**config.mk**
```make
export PLATFORM = sky130hd
export DESIGN_NAME = remote_comm
export DESIGN_NICKNAME = d
export VERILOG_FILES = /design/src/rtl/remote_comm_pkg.sv /design/src/rtl/remote_comm_uart_xcvr.sv /design/src/rtl/remote_comm.sv
export SDC_FILE = /design/constraint.sdc
export NUM_CORES = 1
export LEC_CHECK = 0
export CAP_MARGIN = 20
export CORE_ASPECT_RATIO = 0.75
export CORE_MARGIN = 2
export CORE_UTILIZATION = 55
export DETAILED_ROUTE_END_ITERATION = 8
export GPL_TIMING_DRIVEN = 0
export PLACE_DENSITY = 0.87
export SYNTH_ARGS = -nofsm -noshare
export SYNTH_HDL_FRONTEND = slang
export SYNTH_SLANG_ARGS = --single-unit
```
**constraint.sdc**
```tcl
create_clock -name clk -period 6.3 [get_ports clk]
set_input_delay 1.575 -clock clk [delete_from_list [all_inputs] [get_ports clk]]
set_output_delay 1.575 -clock clk [all_outputs]
set_load 0.02 [all_outputs]
```
**src/rtl/remote_comm_pkg.sv**
```systemverilog
// rtl/remote_comm_pkg.sv - shared constants, FSM state type and command helpers for remote_comm
package remote_comm_pkg;

    localparam int DEFAULT_BAUD_DIV = 434;

    localparam logic [7:0]  POS_ACK  = 8'hA5;
    localparam logic [15:0] CAL_GYRO = 16'h2000;
    localparam logic [3:0]  OP_MOVE  = 4'h4;

    typedef enum logic [1:0] {
        IDLE    = 2'd0,
        SEND_HI = 2'd1,
        SEND_LO = 2'd2
    } tx_state_e;

    // Move command: opcode[15:12], heading[11:4], squares[3:0]
    function automatic logic [15:0] move_cmd(input logic [7:0] heading, input logic [3:0] squares);
        return {OP_MOVE, heading, squares};
    endfunction

endpackage

```
**src/rtl/remote_comm_uart_xcvr.sv**
```systemverilog
// rtl/remote_comm_uart_xcvr.sv - 8N1 UART transmitter and receiver with trmt/tx_done and rdy/clr_rdy handshakes
module uart_xcvr
    import remote_comm_pkg::*;
#(
    parameter int BAUD_DIV = DEFAULT_BAUD_DIV
) (
    input  logic       clk,
    input  logic       rst_n,
    input  logic       rx_i,
    output logic       tx_o,
    input  logic       trmt_i,
    input  logic [7:0] tx_data_i,
    output logic       tx_done_o,
    input  logic       clr_rdy_i,
    output logic       rdy_o,
    output logic [7:0] rx_data_o
);

    localparam int CW = $clog2(BAUD_DIV + BAUD_DIV / 2);
    localparam logic [CW-1:0] BIT_LAST     = CW'(BAUD_DIV - 1);
    localparam logic [CW-1:0] FIRST_SAMPLE = CW'(BAUD_DIV + BAUD_DIV / 2 - 1);

    logic [9:0]    tx_shift_q;
    logic [CW-1:0] tx_baud_q;
    logic [3:0]    tx_bit_q;
    logic          tx_busy_q;

    assign tx_o      = tx_shift_q[0];
    assign tx_done_o = tx_busy_q && (tx_bit_q == 4'd9) && (tx_baud_q == BIT_LAST);

    // A trmt on the last stop-bit cycle reloads the shifter, giving back-to-back frames.
    always_ff @(posedge clk or negedge rst_n) begin
        if (!rst_n) begin
            tx_shift_q <= '1;
            tx_baud_q  <= '0;
            tx_bit_q   <= '0;
            tx_busy_q  <= 1'b0;
        end else if (trmt_i) begin
            tx_shift_q <= {1'b1, tx_data_i, 1'b0};
            tx_baud_q  <= '0;
            tx_bit_q   <= '0;
            tx_busy_q  <= 1'b1;
        end else if (tx_busy_q) begin
            if (tx_baud_q == BIT_LAST) begin
                tx_baud_q  <= '0;
                tx_shift_q <= {1'b1, tx_shift_q[9:1]};
                tx_bit_q   <= tx_bit_q + 4'd1;
                if (tx_done_o) tx_busy_q <= 1'b0;
            end else begin
                tx_baud_q <= tx_baud_q + CW'(1);
            end
        end
    end

    logic [1:0]    rx_sync_q;
    logic          rx_prev_q;
    logic          rx_busy_q;
    logic [CW-1:0] rx_cnt_q;
    logic [3:0]    rx_bit_q;
    logic [7:0]    rx_shift_q;
    logic [7:0]    rx_data_q;
    logic          rdy_q;
    logic          rx_s;

    assign rx_s      = rx_sync_q[1];
    assign rdy_o     = rdy_q;
    assign rx_data_o = rx_data_q;

    // The start-bit sample point is skipped: the first sample lands mid data bit 0.
    always_ff @(posedge clk or negedge rst_n) begin
        if (!rst_n) begin
            rx_sync_q  <= 2'b11;
            rx_prev_q  <= 1'b1;
            rx_busy_q  <= 1'b0;
            rx_cnt_q   <= '0;
            rx_bit_q   <= '0;
            rx_shift_q <= '0;
            rx_data_q  <= '0;
            rdy_q      <= 1'b0;
        end else begin
            rx_sync_q <= {rx_sync_q[0], rx_i};
            rx_prev_q <= rx_s;
            if (clr_rdy_i) rdy_q <= 1'b0;
            if (!rx_busy_q) begin
                if (rx_prev_q && !rx_s) begin
                    rx_busy_q <= 1'b1;
                    rx_cnt_q  <= FIRST_SAMPLE;
                    rx_bit_q  <= '0;
                    rdy_q     <= 1'b0;
                end
            end else if (rx_cnt_q != '0) begin
                rx_cnt_q <= rx_cnt_q - CW'(1);
            end else if (rx_bit_q == 4'd8) begin
                rx_busy_q <= 1'b0;
                rx_data_q <= rx_shift_q;
                rdy_q     <= 1'b1;
            end else begin
                rx_shift_q <= {rx_s, rx_shift_q[7:1]};
                rx_bit_q   <= rx_bit_q + 4'd1;
                rx_cnt_q   <= BIT_LAST;
            end
        end
    end

endmodule

```
**src/rtl/remote_comm.sv**
```systemverilog
// rtl/remote_comm.sv - sends a 16-bit command as two UART bytes (high first) and returns response bytes
module remote_comm
    import remote_comm_pkg::*;
#(
    parameter int BAUD_DIV = DEFAULT_BAUD_DIV
) (
    input  logic        clk,
    input  logic        rst_n,
    input  logic        RX,
    output logic        TX,
    input  logic [15:0] cmd,
    input  logic        snd_cmd,
    output logic        cmd_snt,
    output logic        resp_rdy,
    output logic [7:0]  resp
);

    tx_state_e  state_q;
    logic [7:0] lo_byte_q;
    logic       cmd_snt_q;
    logic       accept;
    logic       trmt;
    logic       tx_done;
    logic [7:0] tx_data;

    // trmt is combinational so the start bit leaves on the cycle right after the accept.
    assign accept  = (state_q == IDLE) && snd_cmd;
    assign trmt    = accept || ((state_q == SEND_HI) && tx_done);
    assign tx_data = (state_q == IDLE) ? cmd[15:8] : lo_byte_q;
    assign cmd_snt = cmd_snt_q;

    always_ff @(posedge clk or negedge rst_n) begin
        if (!rst_n) begin
            state_q   <= IDLE;
            lo_byte_q <= '0;
            cmd_snt_q <= 1'b0;
        end else begin
            case (state_q)
                IDLE: begin
                    if (snd_cmd) begin
                        lo_byte_q <= cmd[7:0];
                        cmd_snt_q <= 1'b0;
                        state_q   <= SEND_HI;
                    end
                end
                SEND_HI: if (tx_done) state_q <= SEND_LO;
                SEND_LO: begin
                    if (tx_done) begin
                        cmd_snt_q <= 1'b1;
                        state_q   <= IDLE;
                    end
                end
                default: state_q <= IDLE;
            endcase
        end
    end

    uart_xcvr #(.BAUD_DIV(BAUD_DIV)) u_xcvr (
        .clk       (clk),
        .rst_n     (rst_n),
        .rx_i      (RX),
        .tx_o      (TX),
        .trmt_i    (trmt),
        .tx_data_i (tx_data),
        .tx_done_o (tx_done),
        .clr_rdy_i (accept),
        .rdy_o     (resp_rdy),
        .rx_data_o (resp)
    );

endmodule

```
==> impl_metrics.env, run 1 <==
export IMPL_status="completed"
export IMPL_yosys_warnings=0
export IMPL_firstDrtPassIters=4
export IMPL_syn2layout_area_growth_pct=16.9
export IMPL_worstHoldPathType="flip-flop to flip-flop"
export IMPL_worst_path_max_delay_cell="clkdlybuf4s50_1"
export IMPL_yosysTopAreaCell="dfrtp_1"
export IMPL_cts_clk_slew_worst_paths_ns=0.07
export IMPL_post_place_cells=437
export IMPL_placed_area_um2=3880
export IMPL_postRouteAntennaNets=0
export IMPL_slew_viol_final=0
export IMPL_crit_fanout=10
export IMPL_synthSimpleGateAreaFrac_pct=16.5
export IMPL_regArea_um2=1770
export IMPL_finalSetupViolCount=0
export IMPL_vias=2694
export IMPL_max_slew_margin_pct=42.8
export IMPL_synthAdderAreaFrac_pct=2.52
export IMPL_cts_made_buffers=9
export IMPL_ys_ff_latch=70
export IMPL_dpl_worst_slack_ns=2.77
export IMPL_cts_hold_buf=0
export IMPL_hold_ws_ns=0.361
export IMPL_grt_use_met3_pct=6.61
export IMPL_cts_sinks=70
export IMPL_num_rows=25
export IMPL_synth_ff_type="dfrtp_1"
export IMPL_routed_wirelength_um=7290
export IMPL_timing_final_ws_setup_ns=3.08
export IMPL_final_common_cell="dfrtp_1"
export IMPL_fp_dieW_um=95.8
export IMPL_gr_total_overflow=0
export IMPL_async_flop_share_pct=100
export IMPL_netlist_top_cells_area="dfrtp_1 (42%), dfstp_2 (9.1%), mux2_2 (5.2%), mux2i_1 (3.7%), nand2_1 (3.2%)"
export IMPL_yosysSeqAreaShare_pct=50.8
export IMPL_stdcell_count=453
export IMPL_power_total_mw=1.18
export IMPL_peakVddDrop_mv=0.147
export IMPL_crit_top_cell="clkbuf_1"
export IMPL_cts_tree="yes"
export IMPL_grt_met1_usage_pct=30.6
export IMPL_startpoint_type="input port"
export IMPL_rsz0062_at_grt="no"
export IMPL_synthCells=326
export IMPL_clockBufferDepth=2
export IMPL_grt_max_degree=71
export IMPL_insertion_delay_ns=0.35
export IMPL_final_core_util_pct=65.7
export IMPL_core_area_um2=6190
export IMPL_clock_root_buffer="clkbuf_8"
export IMPL_syn_avg_cell_area_um2=10.7
export IMPL_track_usage_pct=22.5
export IMPL_gp_congestion=0.862
export IMPL_crit_path_cell_trace="clkdlybuf4s50_1 > nor3b_1 > clkbuf_1 > clkbuf_1 > nor2_1 > a22oi_1 > a22o_1"
export IMPL_fillers=450
export IMPL_cp_required_ns=6.60
export IMPL_tns_ns=0
export IMPL_use_met2_pct=36.0
export IMPL_crit_type="input port to flip-flop"
export IMPL_fin_area_um2=4070
export IMPL_drive_gt1_share_pct=16.1
export IMPL_drc=0
export IMPL_post_cts_buffers=0
export IMPL_antenna_cells=0
export IMPL_cellLeakagePower_nw=1.83
export IMPL_die_h_um=72.9
export IMPL_yosysTopAreaCellShare_pct=41.7
export IMPL_period_needed_ns=3.22
export IMPL_io_buffers=30
export IMPL_powerDensity_nw_per_um2=290
export IMPL_endpoint_kind="flip-flop"
export IMPL_synth_top_family_by_area="simple AND/OR/NAND/NOR gates"
export IMPL_ctsResizeCount=0
export IMPL_max_stage_delay_ns=0.51
export IMPL_grt_first_pass_wirelength_um=12100
export IMPL_max_cap_violations=0
export IMPL_finalHoldViolCount=0
export IMPL_synth_xor_area_share_pct=1.51
export IMPL_top_usage_layer="met2"
export IMPL_routedWlPerCell_um=16.1
export IMPL_fmax_mhz=310
export IMPL_die_area_um2=6980
export IMPL_h_tree_depth=3
export IMPL_synth_mux_area_fraction_pct=9.24
export IMPL_grt_pass1_vias=2537
export IMPL_start_util_pct=56.2
export IMPL_crit_arrival_ns=3.52
export IMPL_drtIter0Drc=174
export IMPL_synth_cell_type_count=61
export IMPL_ios=31
export IMPL_final_nets=394
export IMPL_multiInputGateArea_um2=1580
export IMPL_synth_compound_area_share_pct=15.6
export IMPL_post_dp_hpwl_um=4960
export IMPL_layout_common_cells="dfrtp_1 (58), nand2_1 (30), clkdlybuf4s50_1 (29)"
export IMPL_period_share_pct=51.1
export IMPL_synth_nets=353
export IMPL_synth_area_um2=3480
export IMPL_fin_worst_skew_ns=0.00943
export IMPL_tightest_slew_ns=0.858
export IMPL_post_drt_via_cell_ratio=5.95
export IMPL_antenna_found_initial=0
export IMPL_synth_edf_count=0
state kept, by name, summed over array words and instances (netlist names), 2 cells and up:
signal and count:
u_xcvr.tx_shift_q 9, u_xcvr.rx_sync_q 2, u_xcvr.tx_baud_q 10, u_xcvr.rx_data_o 8
u_xcvr.rx_cnt_q 10, state_q 2, u_xcvr.tx_bit_q 4, lo_byte_q 8
u_xcvr.rx_shift_q 8, u_xcvr.rx_bit_q 4
area by class of cell:
class,instances,share of cell area (%)
Buffer,15,1.48
Clock buffer,10,3.14
Clock inverter,6,1.51
Inverter,19,1.75
Multi-Input combinational cell,222,38.9
Sequential cell,70,43.4
Tap cell,81,2.49
Timing Repair Buffer,30,7.32
path summary, 6_finish.rpt:
check	start	to	slack (ns)	depth (start not counted)
min in group asynchronous	rst_n	u_xcvr.rx_cnt_q[7]	1.32	1
setup reg to reg	u_xcvr.rx_cnt_q[0]	u_xcvr.rx_data_o[3]	3.94	6
setup / recovery	snd_cmd	u_xcvr.tx_shift_q[4]	3.08	7
hold / removal	u_xcvr.rx_sync_q[0]	u_xcvr.rx_sync_q[1]	0.36	0
max in group asynchronous	rst_n	u_xcvr.tx_baud_q[8]	4.40	1
hold reg to reg	u_xcvr.rx_sync_q[0]	u_xcvr.rx_sync_q[1]	0.36	0
Yosys cell counts (4+ instances only):
cell and number:
o211ai_1 5, clkbuf_1 12, a22oi_1 9, nand3_1 7
o21ai_0 18, dfrtp_1 58, nor2_1 14, xor2_1 5
or3_1 5, a21oi_1 4, ha_1 7, and3_1 4
inv_1 18, nand2_1 30, dfstp_2 12, mux2i_1 13
a22o_1 11, nand4_1 7, mux2_2 16, o22ai_1 6
nand2b_1 9
cell families after synthesis:
logic type / Yosys count
xor gates and xnor gates: 6
buffers and inverters: 34
adders and majority gates: 7
muxes: 30
DFF: 70
and+or+nand+nor: 103
AOI/OAI and AO/OA: 76
routing by layer:
metal | vias up | share of wire (%)
li1 | 1275 | -
met1 | 1347 | 45
met2 | 61 | 50
met3 | 11 | 3.9
met4 | 0 | 1.2
met5 | - | 0
where the power goes:
part / leakage, nW / total [mW] / internal [mW] / switching [mW]
sequential: 0.853 / 0.587 / 0.512 / 0.0746
combinational: 0.878 / 0.240 / 0.112 / 0.128
clock: 0.0964 / 0.352 / 0.182 / 0.170
total: 1.83 / 1.18 / 0.807 / 0.372
critical path, delay by kind of cell:
family | cells | cell delay [ns]
buffers and inverters | 3 | 1.25
AND/OR/NAND/NOR | 2 | 0.37
AO/OA/AOI/OAI | 2 | 0.33
(Power assumes the default switching activity.)
==> inputs of run 2 (changes only) <==
CORE_UTILIZATION = 52   (was 55)
PLACE_DENSITY = 0.86   (was 0.87)
clock period = 2.8 ns   (was 6.3 ns; I/O delays follow)
==> run 2 against run 1 <==
Compared with the run above: worst hold slack better by 0.0096 ns; clock-buffer cell count is 1 lower; clock skew is 0.00059 ns lower; final cell count stayed put; critical path depth is 1 lower; non-clock buffer count stayed put; critical endpoint is now u_xcvr.rx_data_o[0].
==> impl_metrics.env, run 2 (same netlist as run 1, synthesis figures left out) <==
export IMPL_status="completed"
export IMPL_rrSetupSlack_ns=0.38
export IMPL_core_area_um2=6380
export IMPL_final_common_cell="dfrtp_1"
export IMPL_cts_clk_slew_worst_paths_ns=0.08
export IMPL_drive_gt1_share_pct=16.4
export IMPL_io_buffers=30
export IMPL_reg_largest_list="u_xcvr.rx_cnt_q: 10 flops, u_xcvr.tx_baud_q: 10 flops, u_xcvr.tx_shift_q: 9 flops"
export IMPL_insertion_delay_ns=0.35
export IMPL_final_nets=394
export IMPL_clock_root_buffer="clkbuf_8"
export IMPL_fin_worst_skew_ns=0.00883
export IMPL_worstHoldPathType="flip-flop to flip-flop"
export IMPL_crit_type="flip-flop to flip-flop"
export IMPL_timing_final_ws_setup_ns=0.376
export IMPL_cellLeakagePower_nw=1.86
export IMPL_antenna_cells=0
export IMPL_post_drt_via_cell_ratio=5.98
export IMPL_endpoint_kind="flip-flop"
export IMPL_postRouteAntennaNets=0
export IMPL_gr_total_overflow=0
export IMPL_dpl_worst_slack_ns=0.140
export IMPL_slew_viol_final=0
export IMPL_h_tree_depth=3
export IMPL_stdcell_count=453
export IMPL_rsz0062_at_grt="no"
export IMPL_die_area_um2=7370
export IMPL_post_place_cells=437
export IMPL_cts_tree="yes"
export IMPL_period_needed_ns=2.42
export IMPL_fp_dieW_um=98.4
export IMPL_vias=2707
export IMPL_antenna_found_initial=0
export IMPL_finalHoldViolCount=0
export IMPL_ios=31
export IMPL_finalSetupViolCount=0
export IMPL_crit_fanout=9
export IMPL_cts_hold_buf=0
export IMPL_cts_sinks=70
export IMPL_period_share_pct=86.6
export IMPL_max_slew_margin_pct=44.1
export IMPL_powerDensity_nw_per_um2=697
export IMPL_start_util_pct=54.5
export IMPL_cp_required_ns=3.04
export IMPL_ctsResizeCount=0
export IMPL_syn2layout_area_growth_pct=18.8
export IMPL_tightest_slew_ns=0.839
export IMPL_layout_common_cells="dfrtp_1 (58), nand2_1 (30), clkdlybuf4s50_1 (29)"
export IMPL_track_usage_pct=21.5
export IMPL_clockBufferDepth=2
export IMPL_grt_max_degree=71
export IMPL_peakVddDrop_mv=0.370
export IMPL_cts_made_buffers=9
export IMPL_drtIter0Drc=230
export IMPL_post_dp_hpwl_um=5070
export IMPL_tns_ns=0
export IMPL_routed_wirelength_um=7480
export IMPL_grt_first_pass_wirelength_um=12500
export IMPL_num_rows=25
export IMPL_gp_congestion=0.876
export IMPL_die_h_um=74.8
export IMPL_post_cts_buffers=0
export IMPL_firstDrtPassIters=5
export IMPL_grt_pass1_vias=2623
export IMPL_startpoint_type="flip-flop"
export IMPL_fmax_mhz=413
export IMPL_max_cap_violations=0
export IMPL_drc=0
export IMPL_crit_arrival_ns=2.66
export IMPL_routedWlPerCell_um=16.5
[run 2: power by group]
group          switching [mW]  internal (mW)
Sequential              0.173           1.15
Combinational           0.279          0.252
Clock                   0.415          0.607
Total                   0.867           2.01
[run 2: worst max-delay path, cell delays in order, from the launching register on]
cell	delay, ns
dfrtp_1	0.42
inv_1	0.07
ha_1	0.21
nor2b_1	0.43
nand4_2	0.30
nor2_2	0.48
mux2_2	0.40
[run 2: layer usage]
metal	share of wire (%)	wire length (um)	track usage, %
met1	44	3270	27.7
met2	50	3780	36.9
met3	5.3	393	4.83
met4	0.59	44	6.85
met5	0	0	0
[run 2: area by class of cell]
cell class	instances	area (um^2)
Buffer	15	60.1
Clock inverter	7	130
Timing Repair Buffer	30	298
Fill cell	502	2250
Tap cell	81	101
Sequential cell	70	1770
Multi-Input combinational cell	222	1580
Clock buffer	9	124
Inverter	19	71.3
[run 2: path summary, 6_finish.rpt]
kind                                      from             endpoint  cells after the start
min reg2reg                u_xcvr.rx_sync_q[0]  u_xcvr.rx_sync_q[1]                      0
max in group asynchronous                rst_n         lo_byte_q[5]                      1
min in group asynchronous                rst_n   u_xcvr.rx_cnt_q[6]                      1
min                        u_xcvr.rx_sync_q[0]  u_xcvr.rx_sync_q[1]                      0
max                         u_xcvr.rx_cnt_q[0]  u_xcvr.rx_data_o[0]                      6
max reg2reg                 u_xcvr.rx_cnt_q[0]  u_xcvr.rx_data_o[0]                      6
[run 2: through the flow]
step | instance area (um^2) | total power [mW] | hold slack (ns) | util, %
3_5_place_dp | 3880 | 1.86 | 0.355 | 60.8
6_report | 4130 | 2.88 | 0.370 | 64.7
4_1_cts | 4130 | 2.89 | 0.363 | 64.7
2_1_floorplan | 3480 | 1.68 | 0.345 | -
3_3_place_gp | 3880 | 1.82 | 0.347 | 60.8
5_1_grt | 4130 | 3.02 | 0.375 | 64.7
